===== src/rtl/instruction_fetch_if.sv =====
// instruction_fetch_if
//   Groups the ROM bus and the decode/execute handshake of the fetch stage.
//   master : fetch stage (drives ROM pins and the instruction to decode)
//   slave  : environment (ROM, decode, execute)
//   rom_address[31:0]   byte address to the ROM
//   rom_chip_select     ROM chip select
//   rom_output_enable   ROM output enable (bus high-Z when low)
//   rom_data[63:0]      ROM data bus, instruction in [31:0]
//   instr[31:0]         captured instruction
//   instr_pc[31:0]      address instr was fetched from
//   instr_valid         instr/instr_pc valid for decode
//   instr_ready         decode accepts instr
//   redirect            taken branch/jump, reload PC
//   redirect_target     new PC (low two bits dropped)
interface instruction_fetch_if;
  logic [31:0] rom_address;
  logic        rom_chip_select;
  logic        rom_output_enable;
  logic [63:0] rom_data;
  logic [31:0] instr;
  logic [31:0] instr_pc;
  logic        instr_valid;
  logic        instr_ready;
  logic        redirect;
  logic [31:0] redirect_target;

  modport master (
    output rom_address, rom_chip_select, rom_output_enable,
    output instr, instr_pc, instr_valid,
    input  rom_data, instr_ready, redirect, redirect_target
  );

  modport slave (
    input  rom_address, rom_chip_select, rom_output_enable,
    input  instr, instr_pc, instr_valid,
    output rom_data, instr_ready, redirect, redirect_target
  );
endinterface


===== src/rtl/instruction_fetch.sv =====
// instruction_fetch
//   LEGv8 fetch stage. Three-state fetch (address setup, read, hold) against
//   a combinational ROM; the captured word is offered to decode with a
//   valid/ready handshake. Redirects reload the PC and drop any held word.
//   clock : rising-edge clock
//   reset : asynchronous active-low reset
//   bus   : instruction_fetch_if.master (ROM pins + decode/execute handshake)
module instruction_fetch #(
  parameter logic [31:0] RESET_PC = 32'h0000_0000,
  parameter int unsigned PC_STEP  = 4
) (
  input  logic                clock,
  input  logic                reset,
  instruction_fetch_if.master bus
);

  typedef enum logic [1:0] {S_ADDR, S_READ, S_HOLD} state_t;

  state_t      state_q, state_d;
  logic [31:0] pc_q, pc_d;
  logic [31:0] instr_q, instr_d;
  logic [31:0] instr_pc_q, instr_pc_d;
  logic        valid_q, valid_d;

  // Bits of the bus this stage deliberately ignores.
  logic unused_bits;
  assign unused_bits = ^{bus.rom_data[63:32], bus.redirect_target[1:0]};

  // State register
  always_ff @(posedge clock or negedge reset) begin
    if (!reset) begin
      state_q    <= S_ADDR;
      pc_q       <= RESET_PC;
      instr_q    <= '0;
      instr_pc_q <= '0;
      valid_q    <= 1'b0;
    end else begin
      state_q    <= state_d;
      pc_q       <= pc_d;
      instr_q    <= instr_d;
      instr_pc_q <= instr_pc_d;
      valid_q    <= valid_d;
    end
  end

  // Next-state logic; redirect wins over everything else.
  always_comb begin
    state_d = state_q;
    case (state_q)
      S_ADDR:  state_d = S_READ;
      S_READ:  state_d = S_HOLD;
      S_HOLD:  if (bus.instr_ready) state_d = S_ADDR;
      default: state_d = S_ADDR;
    endcase
    if (bus.redirect) state_d = S_ADDR;
  end

  // Datapath next values. rom_data is only looked at in S_READ, so a
  // floating bus in other states never reaches instr.
  always_comb begin
    pc_d       = pc_q;
    instr_d    = instr_q;
    instr_pc_d = instr_pc_q;
    valid_d    = valid_q;
    if (bus.redirect) begin
      pc_d    = {bus.redirect_target[31:2], 2'b00};
      valid_d = 1'b0;
    end else begin
      case (state_q)
        S_READ: begin
          instr_d    = bus.rom_data[31:0];
          instr_pc_d = pc_q;
          pc_d       = pc_q + 32'(PC_STEP);
          valid_d    = 1'b1;
        end
        S_HOLD:  if (bus.instr_ready) valid_d = 1'b0;
        default: ;
      endcase
    end
  end

  // Outputs decoded from registered state only; the reset term keeps the
  // ROM deselected while reset is held even though state sits in S_ADDR.
  always_comb begin
    bus.rom_chip_select   = 1'b0;
    bus.rom_output_enable = 1'b0;
    case (state_q)
      S_ADDR:  bus.rom_chip_select = reset;
      S_READ: begin
        bus.rom_chip_select   = reset;
        bus.rom_output_enable = reset;
      end
      default: ;
    endcase
  end

  assign bus.rom_address = pc_q;
  assign bus.instr       = instr_q;
  assign bus.instr_pc    = instr_pc_q;
  assign bus.instr_valid = valid_q;

endmodule


===== src/flat_wrapper.sv =====
// flat-port wrapper written by rule: the top's interface ports become plain ports
module instruction_fetch_flat 
#(
  parameter logic [31:0] RESET_PC = 32'h0000_0000,
  parameter int unsigned PC_STEP  = 4
)
  (clock, reset, bus_rom_address, bus_rom_chip_select, bus_rom_output_enable, bus_instr, bus_instr_pc, bus_instr_valid, bus_rom_data, bus_instr_ready, bus_redirect, bus_redirect_target);
  instruction_fetch_if bus_i ();
  input  logic clock;
  input  logic reset;
  output wire logic [$bits(bus_i.rom_address)-1:0] bus_rom_address;
  output wire logic [$bits(bus_i.rom_chip_select)-1:0] bus_rom_chip_select;
  output wire logic [$bits(bus_i.rom_output_enable)-1:0] bus_rom_output_enable;
  output wire logic [$bits(bus_i.instr)-1:0] bus_instr;
  output wire logic [$bits(bus_i.instr_pc)-1:0] bus_instr_pc;
  output wire logic [$bits(bus_i.instr_valid)-1:0] bus_instr_valid;
  input wire logic [$bits(bus_i.rom_data)-1:0] bus_rom_data;
  input wire logic [$bits(bus_i.instr_ready)-1:0] bus_instr_ready;
  input wire logic [$bits(bus_i.redirect)-1:0] bus_redirect;
  input wire logic [$bits(bus_i.redirect_target)-1:0] bus_redirect_target;
  assign bus_rom_address = bus_i.rom_address;
  assign bus_rom_chip_select = bus_i.rom_chip_select;
  assign bus_rom_output_enable = bus_i.rom_output_enable;
  assign bus_instr = bus_i.instr;
  assign bus_instr_pc = bus_i.instr_pc;
  assign bus_instr_valid = bus_i.instr_valid;
  assign bus_i.rom_data = bus_rom_data;
  assign bus_i.instr_ready = bus_instr_ready;
  assign bus_i.redirect = bus_redirect;
  assign bus_i.redirect_target = bus_redirect_target;
  instruction_fetch #(.RESET_PC(RESET_PC), .PC_STEP(PC_STEP)) u_core (.clock(clock), .reset(reset), .bus(bus_i));
endmodule

===== config.mk =====
export PLATFORM = sky130hd
export DESIGN_NAME = instruction_fetch_flat
export DESIGN_NICKNAME = d
export VERILOG_FILES = /design/src/rtl/instruction_fetch_if.sv /design/src/rtl/instruction_fetch.sv /design/src/flat_wrapper.sv
export SDC_FILE = /design/constraint.sdc
export NUM_CORES = 1
export LEC_CHECK = 0
export ABC_AREA = 1
export BUFFER_PORTS_ARGS = -buffer_cell sky130_fd_sc_hd__buf_2
export CAP_MARGIN = 10
export CORE_ASPECT_RATIO = 0.75
export CORE_MARGIN = 2
export CORE_UTILIZATION = 48
export CTS_BUF_LIST = sky130_fd_sc_hd__clkbuf_4 sky130_fd_sc_hd__clkbuf_8 sky130_fd_sc_hd__clkbuf_16
export DETAILED_ROUTE_END_ITERATION = 16
export PLACE_DENSITY = 0.8
export SETUP_SLACK_MARGIN = 0.15
export SLEW_MARGIN = 0
export SYNTH_ARGS = -nofsm -noshare
export SYNTH_HDL_FRONTEND = slang
export SYNTH_SLANG_ARGS = --single-unit

===== constraint.sdc =====
create_clock -name clock -period 1.77 [get_ports clock]
set_input_delay 0.0885 -clock clock [delete_from_list [all_inputs] [get_ports clock]]
set_output_delay 0.0885 -clock clock [all_outputs]
set_load 0.01 [all_outputs]

# After elaboration in Yosys (flattened, before gate mapping)
# Index checks and enable logic that the tools add are counted.
[word_totals]
reg_bits = 99
input_bits = 100
output_inout_bits = 99
word_cells = 26
[op_classes]
n_addsub = 1
n_eq_ne = 3
mux = 10
bitwise = 1
reduce_logical = 6
[ops]
columns = ["op", "n"]
rows = [
  ["32-bit two-way mux", 2],
  ["32-bit by 3-bit adder with 32-bit output (second input constant)", 1],
  ["2-bit one-hot mux with 3 select lines", 1],
  ["1-bit two-way mux", 4],
  ["2-bit two-way mux", 2],
  ["2-bit AND reduction", 2],
  ["3-bit != test (second input constant)", 1],
  ["3-bit nonzero test", 1],
  ["2-bit by 1-bit == test with 1-bit output (second input constant)", 1],
  ["2-bit == test (second input constant)", 1],
  ["2-bit logical NOT", 1],
  ["1-bit one-hot mux with 2 select lines", 1],
  ["2-bit nonzero test", 1],
  ["2-bit OR reduction", 1],
  ["1-bit inverter", 1],
]

# Logic depth before layout (Yosys ltp)
# Gate-level depths: netlist of the first run.
[logic_depth]
ltp_word = 3
ltp_mapped = 9
ltp_nobuf = 9

# Worst setup path before layout of the first run
# No wires, ideal clock.
[synth_path]
kind = "flip-flop to flip-flop"
startpoint = "register u_core.pc_q[2], in the netlist u_core.bus.rom_address[2]"
endpoint = "register u_core.pc_q[22], in the netlist u_core.bus.rom_address[22]"
setup_ps = 127
arrival_time_ps = 1327
t_required_ps = 1643
path_slack_ps = 316
stages_incl_launch_ff = 9
path_buffers = 0
synth_period_minus_slack_ps = 1454
path_cell_list = "dfrtp_1 > ha_1 > nand2_1 > nor2_2 > nand2_2 > nor2_8 > nand3_1 > nand2_1 > nand3b_1"
[synth_between]
elab_chain_len = 3
[synth_rtl]
columns = ["element", "line", "rtl"]
rows = [
  ["from (decl)", "instruction_fetch.sv:20", "logic [31:0] pc_q, pc_d;"],
  ["from (signal assigned)", "instruction_fetch.sv:39", "pc_q <= pc_d;"],
  ["32-bit by 3-bit adder with 32-bit output", "instruction_fetch.sv:73", "pc_d = pc_q + 32'(PC_STEP);"],
  ["32-bit two-way mux", "instruction_fetch.sv:69", "case (state_q)"],
  ["32-bit two-way mux", "instruction_fetch.sv:65", "if (bus.redirect) begin"],
]
# Every way passes these cells. The select of a mux whose other input is x is not followed.
# A chain may end at the register's enable or synchronous reset.

# Worst setup path in the final report of the first run
[layout_path]
startpoint = "register u_core.pc_q[2], in the netlist u_core.bus.rom_address[2]"
endpoint = "register u_core.pc_q[30], in the netlist u_core.bus.rom_address[30]"
# Same word-level chain as after synthesis.

==> results by group, run 1 <==
Outcome
  – Outcome: completed

Floorplan
  – Rows: 31
  – Die Y-Extent: 89.3 um
  – Die ar.: 0.0105 mm2
  – Die width: 118 um
  – # IOs: 199
  – Area of the core: 0.00954 mm2
  – Initial Util: 0.488

Timing
  – Setup TNS: 0 ns
  – Achievable Freq: 0.650 GHz
  – Hold Violations, Final: 0
  – Final Skew: 0.00655 ns
  – Min cycle time layout: 1.54 ns
  – Final Max Tran Viols: 0
  – Final setup violation count: 0
  – RSZ-0062 raised after global routing: no
  – Period utilisation layout: 0.869

Job
  – MaxCap Viol Count: 0

Worst setup path
  – CP cell instances: ha_1 > nand2_1 > nor2_4 > nand2_2 > nor2_8 > nand3_1 > nand2_1 > nand3b_1
  – R2r startpoint: u_core.bus.rom_address[2]
  – Worst path max stage delay: 0.36 ns
  – Startpoint class of the critical path: register
  – WP data required: 1.98 ns
  – Worst R2R Setup Slack: 0.23 ns
  – CP Class: reg -> reg
  – WP depth: 8
  – Crit. End Element: register
  – Most used cell along the critical path: nand2_1
  – Worst path slowest cell: dfrtp_1
  – CP Buf/Inv Count: 0
  – Max FO, Critical Path: 9
  – WP data arrival: 1.75 ns
  – Cell family with the largest share of critical-path delay: simple AND/OR/NAND/NOR gates
  – Worst R2R End: u_core.bus.rom_address[30]
  – Reg2Reg Depth: 8

Finish
  – Multi-input logic area: 0.00199 mm2
  – Fin nets: 915
  – FF/Latch Area: 0.00238 mm2
  – Layout area overhead: 37.8%
  – Finished Cell Area: 0.00642 mm2
  – FILL cells: 789
  – Fin cells: 951
  – Ant diodes: 0
  – Most frequent cells in the layout: 206 x nand2_1, 159 x buf_2, 107 x nor2_1
  – Most common cell after layout, fill and taps aside: nand2_1
  – Share of cells above drive strength 1: 0.263

Logic synthesis
  – Yosys cell types: 29
  – Post-synthesis register bit count: 95
  – Ys Warns: 0
  – Mapped Avg Cell Area: 7.70 um2
  – Sequential fraction of the synthesis area: 0.510
  – Post-Syn Area: 0.00466 mm2
  – Synthesized instance count: 605

Drt
  – Vias: 4799
  – Post-DRT Antenna Nets: 0
  – WL final: 13400 um
  – Routed len/inst: 14.1 um
  – Vias per cell: 5.05
  – Initial DRC Count: 377
  – DRC viols: 0
  – DRT Pass-1 Iters: 5

Worst hold path
  – HP Start: bus_instr_ready
  – WHS Endpoint: u_core.state_q[1]
  – HP Class: in -> reg
  – Hold Path Cell Cnt: 4

Clocking
  – CTS tree: yes
  – Clock Latency Late Sink: 0.34 ns
  – CTS Buffer Depth: 2
  – Clk slew on worst S/H paths: 0.07 ns
  – H-tree Lvls: 3
  – CTS root buf: clkbuf_16
  – CTS Buf Count: 9
  – Sink Count: 95

Global route
  – Overflow after GRT: 0
  – Initial antenna violation count: 0
  – Total Routing Usage GR: 0.256
  – Vias in the first global route: 4359
  – Largest net degree at the start of global routing: 79
  – Global-route wire length before repair: 21300 um

Placed design
  – Placed Cells: 885
  – Port bufs: 160
  – Gpl congestion: 0.929
  – Area after DPL: 0.00561 mm2
  – Post-DP HPWL: 9480 um

Pwr
  – Total power: 6.94 mW
  – Pwr Density: 1080 mW/mm2
  – IR drop worst, VDD: 0.605 mV
  – Leakage Power: 3.32 nW
synth_stat cells:
| library cell | number | area (um2) |
|---|---|---|
| clkbuf_1 | 3 | 11.3 |
| buf_1 | 1 | 3.75 |
| nor3_1 | 6 | 30.0 |
| dfrtp_1 | 95 | 2380 |
| nand2_2 | 6 | 37.5 |
| nand4_1 | 14 | 87.6 |
| o211ai_1 | 4 | 30.0 |
| inv_1 | 42 | 158 |
| buf_6 | 1 | 11.3 |
| a21oi_1 | 2 | 10.0 |
| o21ai_0 | 20 | 100 |
| o21ai_1 | 2 | 10.0 |
| conb_1 | 1 | 3.75 |
| ha_1 | 1 | 12.5 |
| inv_2 | 3 | 11.3 |
| o221ai_1 | 3 | 26.3 |
| nor2_4 | 4 | 45.0 |
| nand3b_1 | 12 | 90.1 |
| nand2_1 | 206 | 773 |
| nand3_1 | 37 | 185 |
| nor2_1 | 107 | 402 |
| buf_2 | 12 | 60.1 |
| xnor2_1 | 1 | 8.76 |
| xor2_1 | 1 | 8.76 |
| nor2_2 | 6 | 37.5 |
| a31oi_1 | 1 | 6.26 |
| nor2_8 | 1 | 20.0 |
| buf_4 | 9 | 67.6 |
| a22o_1 | 4 | 35.0 |
cells by family (layout without fill, tap and decap cells):
family | count (synthesis) | in the layout | synth area share
AND/OR/NAND/NOR | 399 | 399 | 0.367
adder cells (fa/ha/maj) | 1 | 1 | 0.00268
XOR/XNOR | 2 | 2 | 0.00376
other | 1 | 4 | 0.000805
AO/OA/AOI/OAI | 36 | 36 | 0.0467
flip-flops | 95 | 95 | 0.510
buffers and inverters | 71 | 282 | 0.0693
where the power goes:
group / internal [mW] / switching, mW / total, mW
registers: 2.69 / 0.377 / 3.07
logic: 0.822 / 1.10 / 1.93
clock network: 1.15 / 0.800 / 1.95
total: 4.66 / 2.28 / 6.94
state kept, by name, summed over array words and instances, names as in the netlist:
register / count
u_core.bus.instr_pc: 30
u_core.bus.rom_address: 30
u_core.bus.instr: 32
u_core.state_q: 2
u_core.bus.instr_valid: 1
per-layer routing:
metal	global-route usage	vias up	share of wire
li1	-	2318	-
met1	0.362	2213	0.45
met2	0.396	246	0.45
met3	0.0542	22	0.083
met4	0.0887	0	0.015
met5	0	-	0
how the worst max path moves through the flow:
stage / from / slack [ns] / to
floorplan: u_core.bus.rom_address[2] / 0.32 / u_core.bus.rom_address[22]
finish: u_core.bus.rom_address[2] / 0.23 / u_core.bus.rom_address[30]
global placement: u_core.state_q[0] / 0.11 / u_core.bus.rom_address[3]
global route: u_core.bus.rom_address[13] / 0.15 / u_core.bus.rom_address[26]
detailed placement: u_core.state_q[0] / 0.05 / u_core.bus.rom_address[3]
CTS: u_core.bus.rom_address[3] / 0.21 / u_core.bus.rom_address[22]
stage by stage:
| step | util | hold WS [ns] | worst slack, ns |
|---|---|---|---|
| after floorplan | - | -0.207 | 0.316 |
| after global placement | 0.587 | -0.0255 | 0.105 |
| after detailed placement | 0.587 | -0.0197 | 0.0532 |
| after CTS | 0.671 | 0.00695 | 0.206 |
| after global routing | 0.673 | 0.0125 | 0.154 |
| final | 0.673 | 0.0184 | 0.232 |
worst reg2reg max path, delay by kind of cell, from the launching register on:
family / cells / cell delay [ns]
and+or+nand+nor: 7 / 0.83
DFF: 1 / 0.36
adders and majority gates: 1 / 0.21
repair_timing:
item | in CTS | in global routing
buffers inserted | 4 | 0
gates resized for setup | 1 | 5
endpoints found under the setup margin | 12 | 9
pin swaps | 1 | 1
hold buffers | 46 | 0
endpoints found under the hold margin | 75 | 0
layout make-up:
class	instances	area share
Clock buffer	11	0.0384
Timing Repair Buffer	221	0.220
Multi-Input combinational cell	442	0.309
Sequential cell	95	0.371
Tap cell	132	0.0257
Inverter	45	0.0269
Clock inverter	5	0.00896
No activity file was read; power rests on OpenSTA's default activity.
==> run 2: changes to the inputs <==
ABC_AREA = 0   (was 1)
CELL_PAD_IN_SITES_DETAIL_PLACEMENT = 0   (was unset)
CELL_PAD_IN_SITES_GLOBAL_PLACEMENT = 1   (was unset)
CORE_UTILIZATION = 35   (was 48)
PLACE_DENSITY = unset   (was 0.8)
PLACE_DENSITY_LB_ADDON = 0.1   (was unset)
==> results by group, run 2 <==
Outcome
  – Outcome: completed (unchanged)

Logic synthesis
  – Mapped Avg Cell Area: 12.4 um2 (was 7.70 um2)
  – Largest cells by area after synthesis: dfrtp_1 56%, mux2_2 17%, xnor2_1 3.7% (was dfrtp_1 51%, nand2_1 17%, nor2_1 8.6%)
  – Post-synth EDFFs: 0 (unchanged)
  – Post-Syn Area: 0.00423 mm2 (was 0.00466 mm2)
  – Synthesized instance count: 341 (was 605)
  – Sequential fraction of the synthesis area: 0.563 (was 0.510)
  – Count leader, synth: dfrtp_1 (was nand2_1)
  – Post-synth ARST share: 1.00 (unchanged)
  – Ys Warns: 0 (unchanged)
  – Top cell type by total area after synthesis: dfrtp_1 (unchanged)
  – Share of the synthesized area in the top cell type: 0.563 (was 0.510)
  – Post-synthesis register bit count: 95 (unchanged)
  – Synth Flop Type: dfrtp_1 (unchanged)
  – Yosys cell types: 39 (was 29)
  – Synth cell count leaders: 95 x dfrtp_1, 63 x mux2_2, 39 x nand2_1, 21 x o21ai_0, 18 x xnor2_1 (was 206 x nand2_1, 107 x nor2_1, 95 x dfrtp_1, 42 x inv_1, 37 x nand3_1)

Clocking
  – Clock Latency Late Sink: 0.34 ns (about the same)
  – Clk slew on worst S/H paths: 0.06 ns (was 0.07 ns)
  – CTS Buffer Depth: 2 (unchanged)
  – Sink Count: 95 (unchanged)
  – CTS Buf Count: 9 (unchanged)
  – H-tree Lvls: 3 (unchanged)
  – CTS tree: yes (unchanged)
  – CTS root buf: clkbuf_16 (unchanged)

Global route
  – Largest net degree at the start of global routing: 96 (was 79)
  – Vias in the first global route: 3580 (was 4359)
  – Total Routing Usage GR: 0.176 (was 0.256)
  – Global-route wire length before repair: 17700 um (was 21300 um)
  – Overflow after GRT: 0 (unchanged)
  – Initial antenna violation count: 0 (unchanged)

Placed design
  – Port bufs: 160 (unchanged)
  – Post-DP HPWL: 7600 um (was 9480 um)
  – Area after DPL: 0.00545 mm2 (was 0.00561 mm2)
  – Gpl congestion: 0.778 (was 0.929)

Worst setup path
  – Max FO, Critical Path: 7 (was 9)
  – Crit. End Element: register (unchanged)
  – Worst path max stage delay: 0.43 ns (was 0.36 ns)
  – R2r startpoint: u_core.state_q[0] (was u_core.bus.rom_address[2])
  – Startpoint class of the critical path: register (unchanged)
  – CP Class: reg -> reg (unchanged)
  – CP cell instances: nor2b_2 > nand2_4 > buf_4 > nor4_2 > xnor2_1 > o21ai_1 (was ha_1 > nand2_1 > nor2_4 > nand2_2 > nor2_8 > nand3_1 > nand2_1 > nand3b_1)
  – Worst path slowest cell: dfrtp_2 (was dfrtp_1)
  – WP data arrival: 1.77 ns (was 1.75 ns)
  – Cell family with the largest share of critical-path delay: simple AND/OR/NAND/NOR gates (unchanged)
  – Worst R2R End: u_core.bus.rom_address[25] (was u_core.bus.rom_address[30])
  – Reg2Reg Depth: 6 (was 8)
  – Worst R2R Setup Slack: 0.21 ns (was 0.23 ns)
  – CP Buf/Inv Count: 1 (was 0)
  – WP data required: 1.98 ns (about the same)

Pwr
  – Pwr Density: 1030 mW/mm2 (was 1080 mW/mm2)
  – Combinational power share: 0.289 (was 0.278)
  – Leakage Power: 3.03 nW (was 3.32 nW)
  – Sequential Power Share: 0.441 (was 0.442)
  – Sw Share: 0.288 (was 0.329)
  – P_int: 4.78 mW (was 4.66 mW)
  – IR drop worst, VDD: 0.582 mV (was 0.605 mV)
  – Total power: 6.71 mW (was 6.94 mW)
  – Clock power share: 0.269 (was 0.280)
  – P_sw: 1.93 mW (was 2.28 mW)

Drt
  – Vias: 3509 (was 4799)
  – Post-DRT Antenna Nets: 0 (unchanged)
  – DRT Pass-1 Iters: 4 (was 5)
  – DRC viols: 0 (unchanged)
  – WL final: 11300 um (was 13400 um)
  – Initial DRC Count: 120 (was 377)
  – Vias per cell: 4.56 (was 5.05)
  – Routed len/inst: 14.7 um (was 14.1 um)

Timing
  – Final Skew: 0.0104 ns (was 0.00655 ns)
  – Slew of the pin with the lowest slew margin: 0.506 ns
  – Setup TNS: 0 ns (unchanged)
  – RSZ-0062 raised after global routing: yes (was no)
  – Period utilisation layout: 0.880 (was 0.869)
  – Achievable Freq: 0.642 GHz (was 0.650 GHz)
  – Min cycle time layout: 1.56 ns (was 1.54 ns)
  – Rel. slew slack: 0.663
  – Final setup violation count: 0 (unchanged)
  – Final Max Tran Viols: 0 (unchanged)
  – Hold Violations, Final: 0 (unchanged)

Worst hold path
  – WHS Endpoint: u_core.state_q[1] (unchanged)
  – HP Start: bus_instr_ready (unchanged)
  – Hold Path Cell Cnt: 3 (was 4)
  – HP Class: in -> reg (unchanged)

Floorplan
  – # IOs: 199 (unchanged)
  – Die width: 131 um (was 118 um)
  – Rows: 34 (was 31)
  – Die ar.: 0.0130 mm2 (was 0.0105 mm2)
  – Area of the core: 0.0117 mm2 (was 0.00954 mm2)
  – Die Y-Extent: 99.2 um (was 89.3 um)
  – Initial Util: 0.361 (was 0.488)

Finish
  – Share of cells above drive strength 1: 0.516 (was 0.263)
  – Finished Cell Area: 0.00654 mm2 (was 0.00642 mm2)
  – Fin util: 0.559 (was 0.673)
  – Ant diodes: 0 (unchanged)
  – Layout area overhead: 54.7% (was 37.8%)
  – Most frequent cells in the layout: 159 x buf_2, 90 x dfrtp_1, 63 x mux2_2, 63 x dlygate4sd3_1, 39 x nand2_1 (was 206 x nand2_1, 159 x buf_2, 107 x nor2_1)
  – Max FFs per register: 32 (unchanged)
  – Most common cell after layout, fill and taps aside: buf_2 (was nand2_1)
  – Fin nets: 705 (was 915)

Job
  – MaxCap Viol Count: 0 (unchanged)
## run 2: area by class of cell
cell class                      instances  area (um2)
Sequential cell                        95        2380
Clock inverter                          1        5.00
Clock buffer                           13         268
Tap cell                              162         203
Multi-Input combinational cell        227        1800
Inverter                                3        11.3
Fill cell                            1062        5160
Timing Repair Buffer                  268        1860
## run 2: timing repair
action | in CTS | in global routing
buffers inserted | 4 | 5
gates resized for setup | 3 | 16
pin swaps | 1 | 8
hold buffers | 63 | 0
setup endpoints to repair | 37 | 81
gates cloned | 0 | 2
hold endpoints to repair | 157 | 0
## run 2: layer usage
metal | vias up | wire length (um) | track usage
met3 | 15 | 538 | 0.0393
li1 | 1713 | - | -
met5 | - | 0 | 0
met4 | 0 | 157 | 0.0475
met1 | 1683 | 5210 | 0.239
met2 | 98 | 5400 | 0.286
## run 2: worst max-delay path by stage
stage / startpoint / end / slack (ns) / depth (start not counted)
3_3_place_gp: u_core.state_q[1] / u_core.bus.rom_address[26] / 0.13 / 6
3_5_place_dp: u_core.bus.rom_address[20] / u_core.bus.rom_address[29] / 0.11 / 6
5_1_grt: u_core.state_q[1] / u_core.bus.rom_address[26] / 0.10 / 6
6_report: u_core.state_q[0] / u_core.bus.rom_address[25] / 0.21 / 6
2_1_floorplan: u_core.bus.rom_address[10] / u_core.bus.rom_address[31] / 0.15 / 5
4_1_cts: u_core.bus.rom_address[2] / u_core.bus.rom_address[28] / 0.13 / 6
## run 2: cell families (layout without fill, tap and decap cells)
group / count (synthesis) / in the layout / synth area share
AOI/OAI and AO/OA: 31 / 31 / 0.0367
buffers and inverters: 22 / 285 / 0.0284
adders and majority gates: 1 / 1 / 0.00296
other: 1 / 4 / 0.000888
and+or+nand+nor: 98 / 98 / 0.138
muxes: 64 / 64 / 0.170
DFF: 95 / 95 / 0.563
xor gates and xnor gates: 29 / 29 / 0.0601
## run 2: power groups by stage
| stage | logic [mW] | registers [mW] | clock network [mW] |
|---|---|---|---|
| finish | 1.94 | 2.96 | 1.81 |
| global route | 2.12 | 3.03 | 1.96 |
| CTS | 1.92 | 2.95 | 1.89 |
| detailed placement | 1.79 | 3.00 | 0 |
| global placement | 1.77 | 2.97 | 0 |
| floorplan | 0.624 | 3.28 | 0 |
## run 2: metrics by stage
stage / setup slack (ns) / std cells / hold WS (ns)
floorplan: 0.155 / 344 / -0.207
global placement: 0.133 / 681 / 0.224
CTS: 0.130 / 762 / 0.0259
global route: 0.103 / 769 / 0.0314
finish: 0.213 / 769 / 0.0344
detailed placement: 0.107 / 681 / 0.220
## run 2: worst min-delay path: stages
cell     delay, ns
buf_2         0.09
or3b_2        0.10
a21oi_1       0.06
